==> src/rtl/mio_pkg.sv <==
// Shared encodings for the CPU/peripheral memory arbiter (mio_arbiter).
// State encoding, requester/owner encoding and the default memory latency.
package mio_pkg;

  typedef enum logic [1:0] {
    S_IDLE   = 2'd0,
    S_ACCESS = 2'd1,
    S_RESP   = 2'd2
  } mio_state_t;

  localparam logic OWN_CPU = 1'b0;
  localparam logic OWN_DEV = 1'b1;

  localparam int MEM_LAT_DEFAULT = 1;
  // Latency counter width: covers the legal MEM_LAT range 1..7.
  localparam int LAT_W = 3;

endpackage

==> src/rtl/mio_rr_pick.sv <==
// Two-input requester picker for mio_arbiter: round-robin on ties by default,
// fixed CPU priority when MIO_CPU_PRIO_EN is defined.
module mio_rr_pick
  import mio_pkg::*;
(
  input  logic cpu_req,
  input  logic dev_req,
  input  logic last_grant,
  output logic valid,
  output logic grant
);

`ifdef MIO_CPU_PRIO_EN
  // last_grant is still tracked by the top but plays no part in the tie-break.
  logic unused_last_grant;
  assign unused_last_grant = last_grant;
`endif

  always_comb begin
    valid = cpu_req | dev_req;
    grant = OWN_CPU;
    if (cpu_req && dev_req) begin
`ifdef MIO_CPU_PRIO_EN
      grant = OWN_CPU;
`else
      grant = ~last_grant;
`endif
    end else if (dev_req) begin
      grant = OWN_DEV;
    end
  end

endmodule

==> src/rtl/mio_arbiter.sv <==
// Shares one single-port synchronous memory between the CPU MIO port and a
// read-only peripheral. Optional fixed CPU priority via MIO_CPU_PRIO_EN.
module mio_arbiter
  import mio_pkg::*;
#(
  parameter int ADDR_W  = 32,
  parameter int DATA_W  = 32,
  parameter int MEM_LAT = MEM_LAT_DEFAULT
) (
  input  logic              clk,
  input  logic              reset,
  input  logic              cpu_req,
  input  logic              cpu_we,
  input  logic [ADDR_W-1:0] cpu_addr,
  input  logic [DATA_W-1:0] cpu_wdata,
  output logic [DATA_W-1:0] cpu_rdata,
  output logic              MIO_ready,
  input  logic              dev_req,
  input  logic [ADDR_W-1:0] dev_addr,
  output logic [DATA_W-1:0] dev_rdata,
  output logic              dev_ack,
  output logic              mem_en,
  output logic              mem_we,
  output logic [ADDR_W-1:0] mem_addr,
  output logic [DATA_W-1:0] mem_wdata,
  input  logic [DATA_W-1:0] mem_rdata,
  output logic              busy
);

  localparam logic [LAT_W-1:0] LAT_LOAD = LAT_W'(MEM_LAT);

  mio_state_t        state;
  logic              owner;
  logic              last_grant;
  logic [LAT_W-1:0]  lat_cnt;
  logic [DATA_W-1:0] rdata_q;

  logic pick_valid;
  logic pick_grant;

  mio_rr_pick u_pick (
    .cpu_req    (cpu_req),
    .dev_req    (dev_req),
    .last_grant (last_grant),
    .valid      (pick_valid),
    .grant      (pick_grant)
  );

  // Both requesters read from the same captured register; the pulses say whose it is.
  assign cpu_rdata = rdata_q;
  assign dev_rdata = rdata_q;

  always_ff @(posedge clk or posedge reset) begin
    if (reset) begin
      state      <= S_IDLE;
      owner      <= OWN_CPU;
      last_grant <= OWN_DEV;
      lat_cnt    <= '0;
      rdata_q    <= '0;
      mem_en     <= 1'b0;
      mem_we     <= 1'b0;
      mem_addr   <= '0;
      mem_wdata  <= '0;
      MIO_ready  <= 1'b0;
      dev_ack    <= 1'b0;
      busy       <= 1'b0;
    end else begin
      // Strobes default low; each is raised for exactly one cycle below.
      mem_en    <= 1'b0;
      mem_we    <= 1'b0;
      MIO_ready <= 1'b0;
      dev_ack   <= 1'b0;

      unique case (state)
        S_IDLE: begin
          if (pick_valid) begin
            owner      <= pick_grant;
            last_grant <= pick_grant;
            lat_cnt    <= LAT_LOAD;
            mem_en     <= 1'b1;
            if (pick_grant == OWN_CPU) begin
              mem_addr  <= cpu_addr;
              mem_wdata <= cpu_wdata;
              mem_we    <= cpu_we;
            end else begin
              mem_addr  <= dev_addr;
              mem_wdata <= '0;
              mem_we    <= 1'b0;
            end
            state <= S_ACCESS;
            busy  <= 1'b1;
          end
        end

        S_ACCESS: begin
          lat_cnt <= lat_cnt - 1'b1;
          if (lat_cnt == LAT_W'(1)) begin
            rdata_q   <= mem_rdata;
            MIO_ready <= (owner == OWN_CPU);
            dev_ack   <= (owner == OWN_DEV);
            state     <= S_RESP;
          end
        end

        // Requests are deliberately not sampled here, so a still-held
        // request is never re-granted off its own completion cycle.
        S_RESP: begin
          state <= S_IDLE;
          busy  <= 1'b0;
        end

        default: begin
          state <= S_IDLE;
          busy  <= 1'b0;
        end
      endcase
    end
  end

endmodule

==> config.mk <==
export PLATFORM = sky130hd
export DESIGN_NAME = mio_arbiter
export DESIGN_NICKNAME = d
export VERILOG_FILES = /design/src/rtl/mio_pkg.sv /design/src/rtl/mio_rr_pick.sv /design/src/rtl/mio_arbiter.sv
export SDC_FILE = /design/constraint.sdc
export NUM_CORES = 1
export LEC_CHECK = 0
export BUFFER_PORTS_ARGS = -buffer_cell sky130_fd_sc_hd__buf_2
export CELL_PAD_IN_SITES_DETAIL_PLACEMENT = 1
export CELL_PAD_IN_SITES_GLOBAL_PLACEMENT = 1
export CORE_MARGIN = 1.5
export CORE_UTILIZATION = 30
export CTS_BUF_LIST = sky130_fd_sc_hd__clkbuf_8
export DETAILED_ROUTE_END_ITERATION = 10
export GPL_TIMING_DRIVEN = 0
export PLACE_DENSITY = 0.8
export SETUP_SLACK_MARGIN = 0.02
export SKIP_CTS_REPAIR_TIMING = 1
export SLEW_MARGIN = 0
export SYNTH_ARGS = -nofsm -noshare
export SYNTH_HDL_FRONTEND = slang
export SYNTH_SLANG_ARGS = --single-unit
export TNS_END_PERCENT = 50
==> constraint.sdc <==
create_clock -name clk -period 6.42 [get_ports clk]
set_clock_uncertainty 0.2 [all_clocks]
set_input_delay 0.321 -clock clk [delete_from_list [all_inputs] [get_ports clk]]
set_output_delay 0.321 -clock clk [all_outputs]
set_load 0.02 [all_outputs]
==> results.tsv <==
metric	value	unit
DIE WIDTH	128	µm
Post-Syn Area per Cell	14.8	µm²
die area	0.0163	mm²
Crit Path Max Fanout	10	
Initial DRC Count	95	
CTS max path bufs	2	
FFs w/ async S/R, synth	100	%
First-pass DRT Iterations	4	
I/O pins	266	
Worst EP required	6.48	ns
crit path DAT	2.23	ns
actual slew at the worst max-slew pin	0.713	ns
Tcrit/Tclk final	33.8	%
DRC	0	
EDFF count, synth	0	
Reg clk slew, reported paths	0.09	ns
Max Cap Viol	0	
worst hold path type	primary input to flop	
final hold vios	0	
CP Cell Sequence	a21boi_2, buf_2, mux2_2, mux2_2	
synthesis-to-layout area growth	52.4	%
leakage power	3.61	nW
Final GP Congestion	0.764	
Worst path max stage delay	0.45	ns
startpoint types	flop	
largest cells by area after synthesis	dfrtp_1 58%, mux2_2 23%, a22o_1 6.0%	
CTS tree	done	
clock root buffer	clkbuf_8	
Core ar.	0.0152	mm²
vias in the first global route	3829	
pre-CTS setup slack	4.10	ns
H-tree levels	3	
largest net degree at the start of global routing	56	
Slew headroom	52.5	%
setup TNS	0	ns
largest delay contributor family on the critical path	multiplexers	
Synth Register Bits	108	
ANT nets after route	0	
library cells used by synthesis	26	
final setup violating endpoints	0	
Die H	128	µm
CP Capture Type	flop	
row count	45	
fin nets	793	
routed wire length	15000	µm
layout cell share with drive strength beyond 1	65.2	%
unrepaired setup endpoints after global routing	false	
crit path kind	flop to flop	
CP max-delay cell	a21boi_2	
Peak VDD IR	0.210	mV
syn nets	450	
sequential area share after synthesis	58.1	%
cts bufs inserted	9	
Via density	4.64	
cell area power density	501	mW/mm²
minimum clock period	2.17	ns
Main synth FF type	dfrtp_1	
synth warn	0	
GRT Util Overall	16.0	%
worst skew pair latency	0.37	ns
first-pass GRT wire length	20200	µm
post-synth top area cell	dfrtp_1	
vias	3945	
Peak Freq	461	MHz
status	finished, final reports clean	
number of buffer and inverter stages on the critical path	1	
Sink Count	108	
IO Port Bufs	265	
ANT cells	0	
commonest non-fill, non-tap cell in the layout	buf_2	
mapped cell area	0.00466	mm²
most frequent CP cell	mux2_2	
setup ws final	4.25	ns
Overflow after GRT	0	
final slew viol count	0	
WL per Instance	17.6	µm
most frequent cells in the layout	274 x buf_2, 107 x dfrtp_1, 96 x mux2_2	
initial core utilization	30.6	%
Final HPWL DP	10200	µm
initial antenna violation count	0	
post-synth top area share	57.5	%
Synth Instances	315	
==> Yosys cell counts, types with 2 or more instances <==
cell     instances
dfrtp_1        107
and2_1           2
ha_1             2
o21ai_0          2
a22o_1          32
nor2_1           4
buf_4           37
mux2_2          96
nor2b_1          3
inv_1            4
buf_12           3
buf_2            9
==> metrics by stage <==
stage	std cells	hold slack, ns	util [%]	power, W	instance area [µm²]
finish	851	0.105	46.7	0.00356	7100
global route	851	0.0833	46.7	0.00377	7100
CTS	785	-0.141	42.3	0.00354	6430
detailed placement	769	0.259	41.1	0.00313	6250
global placement	768	0.240	40.9	0.00305	6220
floorplan	315	0.212	-	0.00248	4660
==> power breakdown <==
group          leakage, nW  internal, W  switching (W)
registers             1.31      0.00100       0.000206
clock network        0.104     0.000172       0.000225
logic                 2.20     0.000883        0.00107
==> tightest hold or removal path: stages <==
cell	delay (ns)
buf_2	0.07
mux2_2	0.13
mux2_2	0.13
==> kinds of logic (layout without fill, tap and decap cells) <==
group,after synthesis,count (layout),synth area share (%)
buffers and inverters,54,402,8.79
XOR/XNOR,1,1,0.188
multiplexers,98,98,23.8
AO/OA/AOI/OAI,37,37,6.72
flip-flops,108,108,58.1
adder cells (fa/ha/maj),2,2,0.537
AND/OR/NAND/NOR,15,15,1.91
==> final timing paths <==
| kind | to | startpoint | slack [ns] | cells after the start |
|---|---|---|---|---|
| worst max-delay path | mem_addr[31] | last_grant | 4.25 | 4 |
| max in group asynchronous | mem_addr[12] | reset | 4.88 | 4 |
| worst min register to register | MIO_ready | owner | 0.26 | 1 |
| worst max register to register | mem_addr[31] | last_grant | 4.25 | 4 |
| min in group asynchronous | mem_wdata[22] | reset | 0.43 | 3 |
| worst min-delay path | mem_addr[8] | dev_addr[8] | 0.11 | 3 |
==> cell type report <==
| cell class | count | area (µm²) |
|---|---|---|
| Tap cell | 188 | 235 |
| Timing Repair Buffer | 332 | 2010 |
| Inverter | 5 | 28.8 |
| Clock buffer | 12 | 165 |
| Clock inverter | 4 | 22.5 |
| Multi-Input combinational cell | 153 | 1540 |
| Fill cell | 1678 | 8110 |
| Sequential cell | 108 | 2700 |
| Buffer | 49 | 383 |
==> state kept, by name (all words and copies together), names as in the netlist, 2 cells and up <==
signal	cells
lat_cnt	3
mem_addr	32
state	2
cpu_rdata	32
mem_wdata	32
==> routing by layer <==
| layer | part of all wire, % | GRT usage (%) |
|---|---|---|
| met2 | 55 | 29.4 |
| met1 | 36 | 17.5 |
| met4 | 4.1 | 7.93 |
| met5 | 0 | 0 |
| met3 | 5.6 | 3.43 |
No activity file was read; power rests on OpenSTA's default activity.
